--- src/rtl/hamming_scrubber_pkg.sv ---
// hamming_scrubber_pkg: shared types and constants for the SECDED(32,26) scrubber and decoder
package hamming_scrubber_pkg;
  localparam int DEFAULT_DEPTH = 32;
  localparam int DEFAULT_CNT_W = 8;
  localparam logic [31:0] CHK_MASK = 32'h0001_0116;
  localparam int CHK_POS [5] = '{1, 2, 4, 8, 16};
  typedef enum logic [2:0] {IDLE, READ, CHECK, WRITE, DONE} state_t;
  typedef enum logic [1:0] {CLEAN, SINGLE, DOUBLE} err_t;
endpackage

--- src/rtl/hamming_secded_check.sv ---
// hamming_secded_check: combinational SECDED(32,26) syndrome, parity, classification and correction
module hamming_secded_check
  import hamming_scrubber_pkg::*;
(
  input  logic [31:0] word,
  output logic [4:0]  s,
  output logic        p,
  output err_t        cls,
  output logic [31:0] corrected
);
  always_comb begin
    s = '0;
    for (int i = 1; i < 32; i++)
      if (word[i]) s = s ^ 5'(i);
    p = ^word;
    cls = p ? SINGLE : (s != '0 ? DOUBLE : CLEAN);
    // s==0 with odd parity means the overall parity bit itself flipped
    corrected = p ? word ^ (32'd1 << s) : word;
  end
endmodule

--- src/rtl/hamming_scrubber.sv ---
// hamming_scrubber: background sweep of the data memory, correcting single errors and logging double errors
module hamming_scrubber
  import hamming_scrubber_pkg::*;
#(
  parameter int DEPTH = DEFAULT_DEPTH,
  parameter int CNT_W = DEFAULT_CNT_W
) (
  input  logic             clk,
  input  logic             rst,
  input  logic             start,
  input  logic             pause,
  output logic [31:0]      mem_A,
  output logic             mem_WE,
  output logic [31:0]      mem_WD,
  input  logic [31:0]      mem_RD,
  output logic             busy,
  output logic             done,
  output logic [CNT_W-1:0] corr_cnt,
  output logic [CNT_W-1:0] uncorr_cnt,
  output logic             err_flag,
  output logic [31:0]      err_addr
);
  localparam int AW = $clog2(DEPTH);
  state_t state, nxt;
  logic [AW-1:0] addr;
  logic [31:0] word, corrected;
  logic [4:0] s;
  logic p, last, unused_chk;
  err_t cls;
  hamming_secded_check u_chk (
    .word(word),
    .s(s),
    .p(p),
    .cls(cls),
    .corrected(corrected)
  );
  assign unused_chk = ^{s, p};
  assign last = addr == AW'(DEPTH - 1);
  assign mem_A = 32'(addr);
  assign mem_WE = state == WRITE && !pause && !rst;
  assign busy = state != IDLE;
  assign done = state == DONE;
  always_comb begin
    nxt = state;
    if (!pause || state == IDLE)
      case (state)
        IDLE:    nxt = start ? READ : IDLE;
        READ:    nxt = CHECK;
        CHECK:   nxt = cls == SINGLE ? WRITE : (last ? DONE : READ);
        WRITE:   nxt = last ? DONE : READ;
        DONE:    nxt = IDLE;
        default: nxt = IDLE;
      endcase
  end
  always_ff @(posedge clk) begin
    if (rst) begin
      state <= IDLE;
      addr <= '0;
      word <= '0;
      mem_WD <= '0;
      corr_cnt <= '0;
      uncorr_cnt <= '0;
      err_flag <= 1'b0;
      err_addr <= '0;
    end else begin
      state <= nxt;
      if (state == IDLE && start) begin
        addr <= '0;
        corr_cnt <= '0;
        uncorr_cnt <= '0;
        err_flag <= 1'b0;
        err_addr <= '0;
      end
      // everything below freezes while the core owns the port
      if (!pause)
        case (state)
          READ: word <= mem_RD;
          CHECK: begin
            if (cls == SINGLE) mem_WD <= corrected;
            if (cls == DOUBLE) begin
              uncorr_cnt <= &uncorr_cnt ? uncorr_cnt : uncorr_cnt + 1'b1;
              if (!err_flag) begin
                err_flag <= 1'b1;
                err_addr <= 32'(addr);
              end
            end
            if (cls != SINGLE && !last) addr <= addr + 1'b1;
          end
          WRITE: begin
            corr_cnt <= &corr_cnt ? corr_cnt : corr_cnt + 1'b1;
            if (!last) addr <= addr + 1'b1;
          end
          default: ;
        endcase
    end
  end
endmodule
--- config.mk ---
export PLATFORM = sky130hd
export DESIGN_NAME = hamming_scrubber
export DESIGN_NICKNAME = d
export VERILOG_FILES = /design/src/rtl/hamming_scrubber_pkg.sv /design/src/rtl/hamming_secded_check.sv /design/src/rtl/hamming_scrubber.sv
export SDC_FILE = /design/constraint.sdc
export NUM_CORES = 1
export LEC_CHECK = 0
export CORE_MARGIN = 10
export CORE_UTILIZATION = 45
export DETAILED_ROUTE_END_ITERATION = 16
export PLACE_DENSITY = 0.8
export SETUP_SLACK_MARGIN = 0.2
export SYNTH_ARGS = -nofsm -noshare
export SYNTH_HDL_FRONTEND = slang
export SYNTH_SLANG_ARGS = --single-unit
--- constraint.sdc ---
create_clock -name clk -period 2.7 [get_ports clk]
set_input_delay 0.54 -clock clk [delete_from_list [all_inputs] [get_ports clk]]
set_output_delay 0.54 -clock clk [all_outputs]
set_load 0.005 [all_outputs]
Word level (Yosys, flattened, before mapping)
Cells that the tools add are included.
- add/sub/neg operators: 3
- muxes and demuxes: 62
- equal/unequal tests: 10
- reduce and logical (&&, ||, !) cells: 16
- shift-type cells: 1
- bitwise gates (word level): 32
- operator list (operator ; number):
    $mux W32 ; 6
    $mux W5 ; 20
    $mux W8 ; 9
    $mux W4 ; 8
    $reduce_xor A32 Y1 ; 1
    $shl A1 B5 Y32 const A ; 1
    $xor A32 B32 Y32 ; 1
    $not A3 Y3 ; 10
    $not A2 Y2 ; 10
    $not A4 Y4 ; 5
    $mux W3 ; 6
    $add A8 B1 Y8 const B ; 2
    $reduce_and A8 Y1 ; 2
    $pmux W3 S4 ; 1
    $pmux W5 S2 ; 1
    $mux W2 ; 4
    $mux W1 ; 7
    $eq A3 B2 Y1 const B ; 2
    $add A5 B1 Y5 const B ; 1
    $eq A5 B5 Y1 const B ; 1
    $not A5 Y5 ; 1
    $reduce_bool A5 Y1 ; 1
    $logic_and A1 B1 Y1 ; 4
    $ne A4 B4 Y1 const B ; 1
    14 further kinds ; 19
- register bits: 121
- input bits: 36
- output and inout port bits: 116
- logic and storage cells: 132

Longest topological paths before layout
- word-level depth: 65
- gate-level depth with buffers: 10
- mapped depth without buffers: 9

Hierarchy
Synthesis repeated with hierarchy kept, for this count alone.
- cell total of the unflattened synthesis: 717
- area total of the unflattened synthesis: 6144.6 µm²
- modules (own cells, without submodules) (module ; seq. area each (µm²) ; area an instance (µm²) ; cells each ; times used):
    hamming_scrubber ; 2422.3 ; 4694.5 ; 547 ; 1
    hamming_secded_check ; 0.0 ; 1450.1 ; 170 ; 1

Worst setup path before layout
OpenSTA, ideal clock, no wires.
- path kind: register to register
- from: register word[3]
- to: register uncorr_cnt[7]
- path buffers: 0
- setup time: 0.117 ns
- arrival: 2.478 ns
- required time: 2.583 ns
- stages on the path, launching flop included: 9
- slack: 0.105 ns
- clock period less this slack: 2.595 ns
- cells stage by stage: dfxtp_1 > xnor2_1 > xnor3_1 > xnor2_1 > nor3_1 > o22ai_1 > a21oi_1 > or3_1 > a32o_1
- longest elaborated chain between the ends: 50
- elaborated cells between the ends (all ways): 59
- classes of those cells: 2 x eq/ne; 34 x mux; 21 x bitwise; 2 x reduce/logical
- RTL lines (what ; line ; RTL):
    start: declaration ; hamming_scrubber.sv:26 ; logic [31:0] word, corrected;
    start signal: assignment ; hamming_scrubber.sv:77 ; READ: word <= mem_RD;
    $mux W2 ; hamming_secded_check.sv:14 ; if (word[i]) s = s ^ 5'(i);
    $mux W3 ; hamming_secded_check.sv:14 ;
    $not A2 Y2 (no source line) / $mux W3 (equally long branches) ; n/a ;
    $mux W3 / $not A2 Y2 (equally long branches) ; n/a ;
    $mux W3 ; hamming_secded_check.sv:14 ;
    $not A3 Y3 (no source line) ; n/a ;
    $mux W3 ; hamming_secded_check.sv:14 ;
    $mux W4 ; hamming_secded_check.sv:14 ;
    [... 34 more ...] ; n/a ;
    $mux W5 ; hamming_secded_check.sv:14 ;
    $reduce_bool A5 Y1 ; hamming_secded_check.sv:16 ; cls = p ? SINGLE : (s != '0 ? DOUBLE : CLEAN);
    $mux W2 ; hamming_secded_check.sv:16 ;
    $mux W2 * ; hamming_secded_check.sv:16 ;
    $eq A2 B2 Y1 * ; hamming_scrubber.sv:80 ; if (cls == DOUBLE) begin
    $mux W8 ; hamming_scrubber.sv:80 ;
    $mux W8 ; hamming_scrubber.sv:76 ; case (state)
    $mux W8 ; hamming_scrubber.sv:75 ; if (!pause)
    end signal: assignment ; hamming_scrubber.sv:81 ; uncorr_cnt <= &uncorr_cnt ? uncorr_cnt : uncorr_cnt + 1'b1;
    end: declaration ; hamming_scrubber.sv:19 ; output logic [CNT_W-1:0] uncorr_cnt,
Mark *: on every way between the ends. The rest lies on a longest branch, timed or not.
A chain may end at the register's enable or synchronous reset.

Worst setup path in the final report
- from: register word[2]
- to: register mem_WD[31]
- longest elaborated chain between the ends: 50
- elaborated cells between the ends (all ways): 54
- classes of those cells: 1 x eq/ne; 1 x shift; 33 x mux; 16 x bitwise; 3 x reduce/logical
- RTL lines (what ; line ; RTL):
    $mux W2 ; hamming_secded_check.sv:14 ;
    $not A2 Y2 (no source line) ; n/a ;
    $mux W2 ; hamming_secded_check.sv:14 ;
    $mux W3 (2 in a row) ; hamming_secded_check.sv:14 ;
    $not A2 Y2 (no source line) ; n/a ;
    $mux W3 ; hamming_secded_check.sv:14 ;
    $not A3 Y3 (no source line) ; n/a ;
    $mux W3 ; hamming_secded_check.sv:14 ;
    [... 32 more ...] ; n/a ;
    $not A4 Y4 (no source line) ; n/a ;
    $mux W5 ; hamming_secded_check.sv:14 ;
    $not A5 Y5 (no source line) ; n/a ;
    $mux W5 ; hamming_secded_check.sv:14 ;
    $reduce_bool A5 Y1 ; hamming_secded_check.sv:16 ;
    $mux W2 (2 in a row) ; hamming_secded_check.sv:16 ;
    $eq A2 B1 Y1 ; hamming_scrubber.sv:79 ; if (cls == SINGLE) mem_WD <= corrected;
    $reduce_and A3 Y1 (no source line) ; n/a ;
    end signal: assignment ; hamming_scrubber.sv:79 ;
    end: declaration ; hamming_scrubber.sv:14 ; output logic [31:0] mem_WD,
Parallel ways exist; a longest one is shown, timed or not.

==> results.json <==
{
  "fin_cells": 1100,
  "crit_path_end_kind": "flop",
  "drt_iter0_drc": 531,
  "holdWs_ps": 454,
  "synth_cells": 707,
  "final_nets": 951,
  "max-slew-margin-rel_pct": 58.9,
  "vias_per_cell": 5.57,
  "clk_pin_slew_ps": 50,
  "start_util_pct": 45.7,
  "num_rows": 42,
  "arrival_ps": 3210,
  "wire_per_inst_um": 20.4,
  "die_area_um2": 18400,
  "synthArstFlopShare_pct": 0,
  "place_ws_ps": -45.1,
  "hold_start": "rst",
  "fin_crit_ps": 2880,
  "synth_seq_area_share_pct": 40.2,
  "endpoint": "mem_WD[31]",
  "syn_area_per_cell_um2": 8.52,
  "clock-sinks": 121,
  "htree_num_levels": 4,
  "worstMarginPinSlew_ps": 617,
  "cts_tree": "done",
  "utilization_pct": 75.7,
  "finalCritPeriodShare_pct": 107,
  "synth_edf_count": 0,
  "rsz0062_at_grt": "yes",
  "grt_overflow_total": 0,
  "clock.fmax_mhz": 348,
  "drv_slew": 0,
  "layout_setup_ws_ps": -177,
  "cts.hold.buffers_added": 0,
  "fp.dieW_um": 136,
  "switchingPower_mw": 3.49,
  "syn2layout_area_growth_pct": 65.7,
  "io_pins": 152,
  "finClkSkew_ps": 8.97,
  "seq_area_um2": 2440,
  "grt_pass1_vias": 5640,
  "combPwrFrac_pct": 52.2,
  "ir_drop_mv": 0.536,
  "dp_cells": 1032,
  "reg2reg_from": "word[2]",
  "reg2reg_to": "mem_WD[31]",
  "wirelength_um": 22400,
  "grt_antenna_before_repair": 0,
  "p_int_mw": 5.43,
  "hold_violations": 0,
  "switching_share_pct": 39.1,
  "cap_violations": 0,
  "die_h_um": 136,
  "layout-drive-gt1-share_pct": 35.6,
  "synth_commonest_cells": "121 x dfxtp_1, 80 x nand2_1, 71 x nor2_1, 70 x xnor2_1, 52 x a21oi_1",
  "regToRegSetupSlack_ps": -180,
  "yosysMostFrequentCell": "dfxtp_1",
  "io_buffers": 124,
  "status": "finished with violations",
  "cp_max_fo": 6,
  "synth-seq-cells": 121,
  "core_region_area_um2": 13200,
  "cp.required_ps": 3030,
  "hp-class": "in2reg",
  "drc_errors": 0,
  "p_leak_nw": 3.65,
  "power_frac_seq_pct": 21.8,
  "p_per_area_nw_per_um2": 892,
  "power_frac_clock_pct": 26.0,
  "ant_nets": 0,
  "dp_hpwl_um": 12500,
  "crit_type": "reg2reg",
  "antenna_cells": 0,
  "multi_input_area_um2": 4430,
  "numCtsBuffers": 17,
  "gp_congestion": 0.891,
  "drt_first_pass_iters": 5,
  "grt_max_degree": 41,
  "yosys.area.top_type_share_pct": 40.2,
  "synth_top_cell_by_area": "dfxtp_1",
  "critPathLaunchType": "flop",
  "synthesis.area_um2": 6030,
  "failed_checks": "setup timing",
  "vias": 6129,
  "synth-main-ff-cell": "dfxtp_1",
  "yosysWarnings": 0,
  "clockBufferDepth": 2,
  "yosys-top-cells-area": "dfxtp_1 40%, xnor2_1 10%, nand2_1 5.0%, nor2_1 4.4%, a21oi_1 4.3%",
  "grt_usage_pct": 18.7,
  "reg2reg_depth": 10,
  "root_buffer": "clkbuf_16",
  "ys_types": 54,
  "setup_violations": 64,
  "clk_latency_ps": 430,
  "worstSetupStartpoint": "word[2]",
  "grt_pass1_wl_um": 27800,
  "n_fill_cell": 811
}
==> placed cells by master, fill, tap and decap left out, types with 4 or more instances in the layout <==
cell type and count:
a211oi_2 31, a21oi_1 46, a21oi_2 5, a21oi_4 4, a32o_1 5, and2_4 29
and3_1 8, buf_12 5, buf_4 62, buf_6 21, buf_8 5, clkbuf_1 4
clkbuf_16 23, clkdlybuf4s50_1 122, clkinv_2 4, conb_1 27, dfxtp_1 107, dfxtp_2 12
ha_1 4, inv_1 7, mux2i_1 4, nand2_1 80, nand3_1 13, nand3_2 6
nor2_1 48, nor2_2 9, nor2_4 14, nor3_1 11, nor3_2 17, nor3_4 17
o21ai_0 8, xnor2_1 46, xnor2_2 24, xnor2_4 5, xnor3_1 4, xor2_1 7
==> flip-flops by register name, summed over array words and instances (netlist names) <==
signal and flops:
err_addr 32, corr_cnt 8, state 3, addr 5
mem_WD 32, err_flag 1, word 32, uncorr_cnt 8
==> metal layers <==
layer	vias up	global-route usage (%)	routed length [um]
met4	0	9.09	1010
met3	80	5.27	1720
met5	-	0	0
met1	2936	21.5	8600
li1	2801	-	-
met2	312	31.2	11100
==> cell families after synthesis <==
| kind of cell | after synthesis | share of synthesized area [%] |
|---|---|---|
| xor gates and xnor gates | 90 | 15.2 |
| AOI/OAI and AO/OA | 131 | 14.3 |
| muxes | 9 | 1.56 |
| DFF | 121 | 40.2 |
| buffers and inverters | 72 | 6.35 |
| other | 1 | 0.0622 |
| and+or+nand+nor | 279 | 21.4 |
| adders and majority gates | 4 | 0.830 |
==> per-stage QoR <==
stage          setup TNS, ps  instance area, um2  power [mW]
3_5_place_dp            -178                7770        4.46
2_1_floorplan              0                6160        3.58
5_1_grt                -8640                9990        9.22
6_report               -3670                9990        8.91
4_1_cts                    0                8630        7.18
3_3_place_gp               0                7770        4.42
==> worst min-delay path by stage <==
stage                    to  slack [ps]  depth (start not counted)
3_5_place_dp   err_addr[10]         450                          1
4_1_cts         corr_cnt[3]         450                          2
6_report        corr_cnt[3]         450                          2
5_1_grt         corr_cnt[7]         470                          2
2_1_floorplan  err_addr[10]         450                          1
3_3_place_gp    err_addr[5]         440                          1
==> power groups by stage <==
| stage | logic [mW] | clock network (mW) | registers [mW] |
|---|---|---|---|
| floorplan | 1.62 | 0 | 1.96 |
| global placement | 2.47 | 0 | 1.95 |
| detailed placement | 2.50 | 0 | 1.96 |
| CTS | 2.93 | 2.32 | 1.92 |
| global route | 4.84 | 2.42 | 1.95 |
| finish | 4.65 | 2.32 | 1.94 |
==> area by class of cell <==
| type | instances | share of cell area [%] |
|---|---|---|
| clock buffers | 24 | 4.82 |
| flip-flops and latches | 121 | 24.5 |
| repair buffers | 223 | 22.7 |
| clock inverters | 8 | 1.18 |
| multi-input cells | 541 | 44.4 |
| inverters | 7 | 0.263 |
| well taps | 176 | 2.20 |
==> critical path, stage by stage, from the launching register on <==
cell	delay, ps
dfxtp_1	470
xnor2_1	150
xnor2_1	440
xnor2_2	300
xnor2_4	390
nand2_4	150
a21oi_4	250
buf_6	160
clkbuf_16	160
nor2_1	50
nor3_1	230
==> what timing repair did <==
action | 4_1_cts | 5_1_grt
gates resized for setup | 49 | 218
pin swaps | 16 | 50
gates cloned | 0 | 11
setup endpoints to repair | 81 | 81
setup buffers | 2 | 23
Note: power is estimated with default switching activity, not from simulation.
